File: src/rtl/wb_gpio_pkg.sv
// Shared definitions for the Wishbone GPIO bank: register map, address field
// positions and the byte-lane mask helper.
package wb_gpio_pkg;

    typedef enum logic [2:0] {
        REG_OUT  = 3'd0,
        REG_SET  = 3'd1,
        REG_CLR  = 3'd2,
        REG_TGL  = 3'd3,
        REG_IN   = 3'd4,
        REG_EDGE = 3'd5,
        REG_IEN  = 3'd6,
        REG_RSVD = 3'd7
    } reg_idx_e;

    localparam int REG_IDX_LSB  = 2;
    localparam int CH_IDX_LSB   = 5;
    localparam int MAX_CHANNELS = 8;

    // Expands the 4 byte-lane enables into a 32-bit bit mask; callers keep
    // only the low WIDTH bits, which drops lanes beyond the channel width.
    function automatic logic [31:0] lane_mask(input logic [3:0] sel);
        logic [31:0] m;
        m = '0;
        for (int b = 0; b < 4; b++) begin
            m[b*8 +: 8] = {8{sel[b]}};
        end
        return m;
    endfunction

endpackage

File: src/rtl/gpio_sync_edge.sv
// Per-channel input synchroniser with rising-edge detection. The edge output
// is combinational from the last sync stage and the previous-sample register
// so the parent can register it into its status bits at the next edge.
module gpio_sync_edge #(
    parameter int WIDTH       = 32,
    parameter int SYNC_STAGES = 2
) (
    input  logic             clock,
    input  logic             reset,
    input  logic             enable,
    input  logic [WIDTH-1:0] in,
    output logic [WIDTH-1:0] sync_out,
    output logic [WIDTH-1:0] rise
);

    logic [WIDTH-1:0] stage_q [SYNC_STAGES];
    logic [WIDTH-1:0] prev_q;

    // Shift the asynchronous inputs through the synchroniser chain and keep
    // the previous synchronised sample for edge comparison.
    always_ff @(posedge clock or posedge reset) begin
        if (reset) begin
            for (int s = 0; s < SYNC_STAGES; s++) begin
                stage_q[s] <= '0;
            end
            prev_q <= '0;
        end else begin
            stage_q[0] <= in;
            for (int s = 1; s < SYNC_STAGES; s++) begin
                stage_q[s] <= stage_q[s-1];
            end
            prev_q <= stage_q[SYNC_STAGES-1];
        end
    end

    assign sync_out = stage_q[SYNC_STAGES-1];
    assign rise     = enable ? (sync_out & ~prev_q) : '0;

endmodule

File: src/rtl/wb_gpio_bank.sv
// Multi-channel Wishbone GPIO slave: per-channel output register with
// byte-lane writes and set/clear/toggle aliases, synchronised input readback,
// rising-edge capture with interrupt enables and a combined interrupt.
//
// Bus handshake: a request is taken at a rising edge when cyc_i & stb_i are
// high and no termination is currently being presented (!ack_o & !err_o).
// At that edge exactly one of ack_o/err_o rises for one cycle, any write is
// committed and dat_o is loaded; dat_o is 0 whenever no termination is shown.
// A master holding stb_i therefore gets at most one access every 2 cycles.
module wb_gpio_bank
    import wb_gpio_pkg::*;
#(
    parameter int          WIDTH       = 32,
    parameter int          CHANNELS    = 4,
    parameter logic [31:0] RESET_PAT   = 32'h0000_0000,
    parameter int          ADDR_WIDTH  = 32,
    parameter int          SYNC_STAGES = 2
) (
    input  logic                      clock,
    input  logic                      reset,
    input  logic [ADDR_WIDTH-1:0]     adr_i,
    input  logic [31:0]               dat_i,
    output logic [31:0]               dat_o,
    input  logic [3:0]                sel_i,
    input  logic                      we_i,
    input  logic                      stb_i,
    input  logic                      cyc_i,
    output logic                      ack_o,
    output logic                      err_o,
    output logic [CHANNELS*WIDTH-1:0] gpio_out,
    input  logic [CHANNELS*WIDTH-1:0] gpio_in,
    output logic                      irq
);

    localparam int          GW        = CHANNELS * WIDTH;
    localparam int          MASK_CYC  = SYNC_STAGES + 1;
    localparam int          CW        = $clog2(MASK_CYC + 1);
    localparam logic [3:0]  NUM_CH    = 4'(CHANNELS);

    logic [GW-1:0]    out_q, out_n;
    logic [GW-1:0]    edge_q, edge_n;
    logic [GW-1:0]    ien_q, ien_n;
    logic [GW-1:0]    sync_all;
    logic [GW-1:0]    rise_all;
    logic [CW-1:0]    mask_cnt;
    logic             edge_en;

    logic [2:0]       ch_idx;
    reg_idx_e         reg_idx;
    logic             req;
    logic             bad_addr;
    logic             wr_ok;
    logic [31:0]      lane_bits;
    logic [WIDTH-1:0] wmask;
    logic [WIDTH-1:0] wbits;
    logic [31:0]      rd_data;
    logic             unused_bits;

    assign ch_idx    = adr_i[CH_IDX_LSB +: 3];
    assign reg_idx   = reg_idx_e'(adr_i[REG_IDX_LSB +: 3]);
    assign req       = cyc_i & stb_i & ~ack_o & ~err_o;
    assign bad_addr  = ({1'b0, ch_idx} >= NUM_CH) || (reg_idx == REG_RSVD);
    assign wr_ok     = req & we_i & ~bad_addr;
    assign lane_bits = lane_mask(sel_i);
    assign wmask     = lane_bits[WIDTH-1:0];
    assign wbits     = dat_i[WIDTH-1:0] & wmask;

    // Address bits above the channel field and unused data/lane bits.
    assign unused_bits = ^{adr_i, dat_i, lane_bits};

    // Hold off edge capture until the synchronisers carry post-reset samples,
    // so inputs already high at reset release are not seen as edges.
    always_ff @(posedge clock or posedge reset) begin
        if (reset) begin
            mask_cnt <= '0;
        end else if (mask_cnt != CW'(MASK_CYC)) begin
            mask_cnt <= mask_cnt + 1'b1;
        end
    end

    assign edge_en = (mask_cnt == CW'(MASK_CYC));

    for (genvar c = 0; c < CHANNELS; c++) begin : g_ch
        gpio_sync_edge #(
            .WIDTH       (WIDTH),
            .SYNC_STAGES (SYNC_STAGES)
        ) u_sync_edge (
            .clock    (clock),
            .reset    (reset),
            .enable   (edge_en),
            .in       (gpio_in[c*WIDTH +: WIDTH]),
            .sync_out (sync_all[c*WIDTH +: WIDTH]),
            .rise     (rise_all[c*WIDTH +: WIDTH])
        );
    end

    // Next-state for output, edge-status and enable registers; a new edge
    // overrides a same-cycle write-1-to-clear on the same bit.
    always_comb begin
        out_n  = out_q;
        edge_n = edge_q | rise_all;
        ien_n  = ien_q;
        for (int c = 0; c < CHANNELS; c++) begin
            if (wr_ok && (ch_idx == 3'(c))) begin
                case (reg_idx)
                    REG_OUT:  out_n[c*WIDTH +: WIDTH] = (out_q[c*WIDTH +: WIDTH] & ~wmask) | wbits;
                    REG_SET:  out_n[c*WIDTH +: WIDTH] = out_q[c*WIDTH +: WIDTH] | wbits;
                    REG_CLR:  out_n[c*WIDTH +: WIDTH] = out_q[c*WIDTH +: WIDTH] & ~wbits;
                    REG_TGL:  out_n[c*WIDTH +: WIDTH] = out_q[c*WIDTH +: WIDTH] ^ wbits;
                    REG_EDGE: edge_n[c*WIDTH +: WIDTH] = (edge_q[c*WIDTH +: WIDTH] & ~wbits)
                                                         | rise_all[c*WIDTH +: WIDTH];
                    REG_IEN:  ien_n[c*WIDTH +: WIDTH] = (ien_q[c*WIDTH +: WIDTH] & ~wmask) | wbits;
                    default:  ;
                endcase
            end
        end
    end

    // Read multiplexer; SET/CLR/TGL alias the output register on reads.
    always_comb begin
        rd_data = '0;
        for (int c = 0; c < CHANNELS; c++) begin
            if (ch_idx == 3'(c)) begin
                case (reg_idx)
                    REG_OUT, REG_SET, REG_CLR, REG_TGL:
                              rd_data = 32'(out_q[c*WIDTH +: WIDTH]);
                    REG_IN:   rd_data = 32'(sync_all[c*WIDTH +: WIDTH]);
                    REG_EDGE: rd_data = 32'(edge_q[c*WIDTH +: WIDTH]);
                    REG_IEN:  rd_data = 32'(ien_q[c*WIDTH +: WIDTH]);
                    default:  rd_data = '0;
                endcase
            end
        end
    end

    // Register state, bus terminations, read data and the interrupt.
    always_ff @(posedge clock or posedge reset) begin
        if (reset) begin
            out_q  <= {CHANNELS{RESET_PAT[WIDTH-1:0]}};
            edge_q <= '0;
            ien_q  <= '0;
            ack_o  <= 1'b0;
            err_o  <= 1'b0;
            dat_o  <= '0;
            irq    <= 1'b0;
        end else begin
            out_q  <= out_n;
            edge_q <= edge_n;
            ien_q  <= ien_n;
            ack_o  <= req & ~bad_addr;
            err_o  <= req & bad_addr;
            dat_o  <= (req & ~bad_addr) ? rd_data : '0;
            irq    <= |(edge_q & ien_q);
        end
    end

    assign gpio_out = out_q;

endmodule

File: config.mk
export PLATFORM = sky130hd
export DESIGN_NAME = wb_gpio_bank
export DESIGN_NICKNAME = d
export VERILOG_FILES = /design/src/rtl/wb_gpio_pkg.sv /design/src/rtl/gpio_sync_edge.sv /design/src/rtl/wb_gpio_bank.sv
export SDC_FILE = /design/constraint.sdc
export NUM_CORES = 2
export LEC_CHECK = 0
export CAP_MARGIN = 5
export CORE_MARGIN = 3
export CORE_UTILIZATION = 40
export DETAILED_ROUTE_END_ITERATION = 8
export PLACE_DENSITY_LB_ADDON = 0.08
export SETUP_SLACK_MARGIN = 0.2
export SLEW_MARGIN = 20
export SYNTH_ARGS = -nofsm -noshare
export SYNTH_HDL_FRONTEND = slang
export SYNTH_HIERARCHICAL = 1
export SYNTH_SLANG_ARGS = --single-unit
File: constraint.sdc
create_clock -name clock -period 40.5 [get_ports clock]
set_input_delay 8.1 -clock clock [delete_from_list [all_inputs] [get_ports clock]]
set_output_delay 8.1 -clock clock [all_outputs]
set_load 0.005 [all_outputs]
==> results.sh <==
export IMPL_mostFrequentLayoutCell="dfrtp_1"
export IMPL_synth_edff_count=0
export IMPL_synthSimpleGateAreaFrac=0.101
export IMPL_syn_area_per_cell_sq_um=11.7
export IMPL_overflow=0
export IMPL_yosysSeqAreaShare=0.563
export IMPL_ys_top_cells_by_area="dfrtp_1 (56%), ha_1 (4.5%), mux2_2 (4.1%)"
export IMPL_cts_sinks=805
export IMPL_routed_wl_um=148000
export IMPL_ys_flop_type="dfrtp_1"
export IMPL_cts_buffers=89
export IMPL_grt_pass1_vias=27100
export IMPL_skew_ns=0.0200
export IMPL_yosysWarningCount=6
export IMPL_crit_slowest_cell="nand3b_1"
export IMPL_critical_path_class="input port to register"
export IMPL_final_core_util=0.480
export IMPL_drv_slew=0
export IMPL_setup_violations=0
export IMPL_synthesis_instances=3066
export IMPL_grt_max_degree=165
export IMPL_io_buffers=337
export IMPL_layout_common_cells="dfrtp_1 (805), clkdlybuf4s50_1 (332), nand2_1 (272)"
export IMPL_cp_end_kind="register"
export IMPL_ys_seq_elements=805
export IMPL_grt_first_pass_wirelength_um=208000
export IMPL_cts_tree="yes"
export IMPL_initial_core_util=0.404
export IMPL_coreArea_sq_mm=0.0885
export IMPL_cts_setup_buffers=0
export IMPL_clock_tree_buffer_depth=3
export IMPL_clock_latency_ns=0.64
export IMPL_synthXorXnorAreaFrac=0.000245
export IMPL_track_usage=0.314
export IMPL_required_ns=41.00
export IMPL_ff2ff_path_depth=6
export IMPL_antenna_found_initial=15
export IMPL_ir_worst_vdd_v=0.0000261
export IMPL_clock_root_buffer="clkbuf_16"
export IMPL_fillers=7943
export IMPL_ctsResizeCount=0
export IMPL_synth_top_area_frac=0.563
export IMPL_crit_chain="clkdlybuf4s50_1 -> nand3b_1 -> buf_4 -> nand2b_1 -> nor2_2 -> mux2_2"
export IMPL_tns_ns=0
export IMPL_crit_path_max_incr_delay_ns=0.82
export IMPL_setup_worst_path_start_class="input port"
export IMPL_slew_headroom=0.229
export IMPL_synth_distinct_cells=53
export IMPL_chipWidth_um=305
export IMPL_syn_area_sq_mm=0.0358
export IMPL_syn_num_nets=3396
export IMPL_synth_top_area_cell="dfrtp_1"
export IMPL_status="finished, final reports clean"
export IMPL_hpwl_um=103000
export IMPL_dieArea_sq_mm=0.0931
export IMPL_synth_compound_gate_area_share=0.169
export IMPL_reg2reg_from="err_o"
export IMPL_min_period_ns=11.34
export IMPL_worstPathMaxFanout=26
export IMPL_synth_fa_ha_area_frac=0.0451
export IMPL_rows=109
export IMPL_fin_nets=3559
export IMPL_cp_arrival_ns=11.84
export IMPL_synth_top_family_by_area="compound AO/OA/AOI/OAI gates"
export IMPL_cap_violations=0
export IMPL_reg2reg_setup_slack_ns=37.18
export IMPL_hold_depth=0
export IMPL_syn2layout_area_growth_pct=18.8
export IMPL_drive_above_1_share=0.153
export IMPL_final_hold_viol_count=0
export IMPL_postSynth_asyncResetShare=1.00
export IMPL_place_gp_congestion=0.956
export IMPL_ant_nets=0
export IMPL_critPathBufInv=2
export IMPL_die_h_um=305
export IMPL_wl_per_cell_um=33.1
export IMPL_ctsHoldBuffers=0
export IMPL_tightest_slew_ns=1.15
export IMPL_leakagePower_uw=0.0182
export IMPL_dr_first_iter_drc_count=3132
export IMPL_clk_pin_slew_ns=0.06
export IMPL_clock_fmax_ghz=0.0882
export IMPL_drcViolationCount=0
export IMPL_cp_top_family="simple AND/OR/NAND/NOR gates"
export IMPL_vias_per_cell=6.07
export IMPL_firstDrtPassIters=6
export IMPL_fin_crit_sh=0.280
export IMPL_io_pins=364
export IMPL_grt_setup_unrepaired="false"
export IMPL_worstHoldEndpoint="g_ch[3].u_sync_edge/sync_out[16]"
export IMPL_worst_hold_path_type="register to register"
export IMPL_synth_area_mux_share=0.0714
export IMPL_worstHoldStart="g_ch[3].u_sync_edge/stage_q[48]"
export IMPL_vias=27100
export IMPL_power_density_mw_per_mm2=45.1
export IMPL_htree_num_levels=3
==> cell families after synthesis <==
family                     Yosys count
AOI/OAI and AO/OA                  901
xor gates and xnor gates             1
adders and majority gates          129
buffers and inverters              323
DFF                                805
muxes                              239
and+or+nand+nor                    668
==> power by group <==
group	switching (uW)	leakage (uW)	internal, uW
sequential	37.2	0.00964	833
clock	341	0.00158	540
combinational	98.9	0.00698	68.9
total	477	0.0182	1440
==> worst max-delay path by stage <==
stage                         from  cells after the start                    endpoint
after floorplan              reset                      1  asynchronous set/reset pin
after global placement    adr_i[7]                      7                    register
after detailed placement  adr_i[7]                      7                    register
after CTS                 adr_i[7]                      7                    register
after global routing      adr_i[7]                      7                    register
final                     adr_i[7]                      6                    register
==> routing by layer <==
metal  global-route usage  wire, um  vias to the layer above
li1                     -         -                    11400
met1                0.440     62400                    13800
met2                0.449     62300                     1589
met3               0.0999     16500                      304
met4                0.128      6540                        8
met5                    0        53                        -
==> through the flow <==
stage / hold slack, ns / instance area, sq um / instances / total power, uW / setup WS (ns)
2_1_floorplan: 0.331 / 35800 / 3066 / 958 / 20.68
3_3_place_gp: 0.336 / 39300 / 4303 / 1040 / 28.72
3_5_place_dp: 0.335 / 39300 / 4303 / 1050 / 28.74
4_1_cts: 0.344 / 42500 / 4464 / 1930 / 29.39
5_1_grt: 0.347 / 42500 / 4464 / 1980 / 29.28
6_report: 0.341 / 42500 / 4470 / 1920 / 29.16
==> area by class of cell <==
class	instances	area, sq um	share of cell area
Antenna cell	6	15.0	0.000353
Clock buffer	132	2720	0.0640
Clock inverter	29	470	0.0111
Inverter	15	77.6	0.00182
Multi-Input combinational cell	1938	13900	0.327
Sequential cell	805	20100	0.474
Tap cell	1165	1460	0.0343
Timing Repair Buffer	380	3720	0.0876
==> synth_stat cells (4+ instances only) <==
master     number
nor2_1        181
mux2i_1       110
a22oi_1        35
inv_1          13
ha_1          129
o211ai_1       18
nor4b_1         4
nand3_1        20
nor2_4          7
a2bb2oi_1       4
clkbuf_2       12
mux2_2        129
nor4_1          4
a21o_1        143
nor2_2          6
buf_6           4
buf_2          32
nand2_2         8
nor2b_1         6
a211oi_1       23
o2bb2ai_1      93
buf_4         130
and3b_2       128
buf_1          22
nand4_1         9
dfrtp_1       805
a22o_1         31
a21oi_1       216
a221o_1         8
a221oi_1      118
clkbuf_1      108
o21ai_0       203
nand2b_1        4
nand2_1       274
No activity file was read; power rests on OpenSTA's default activity.
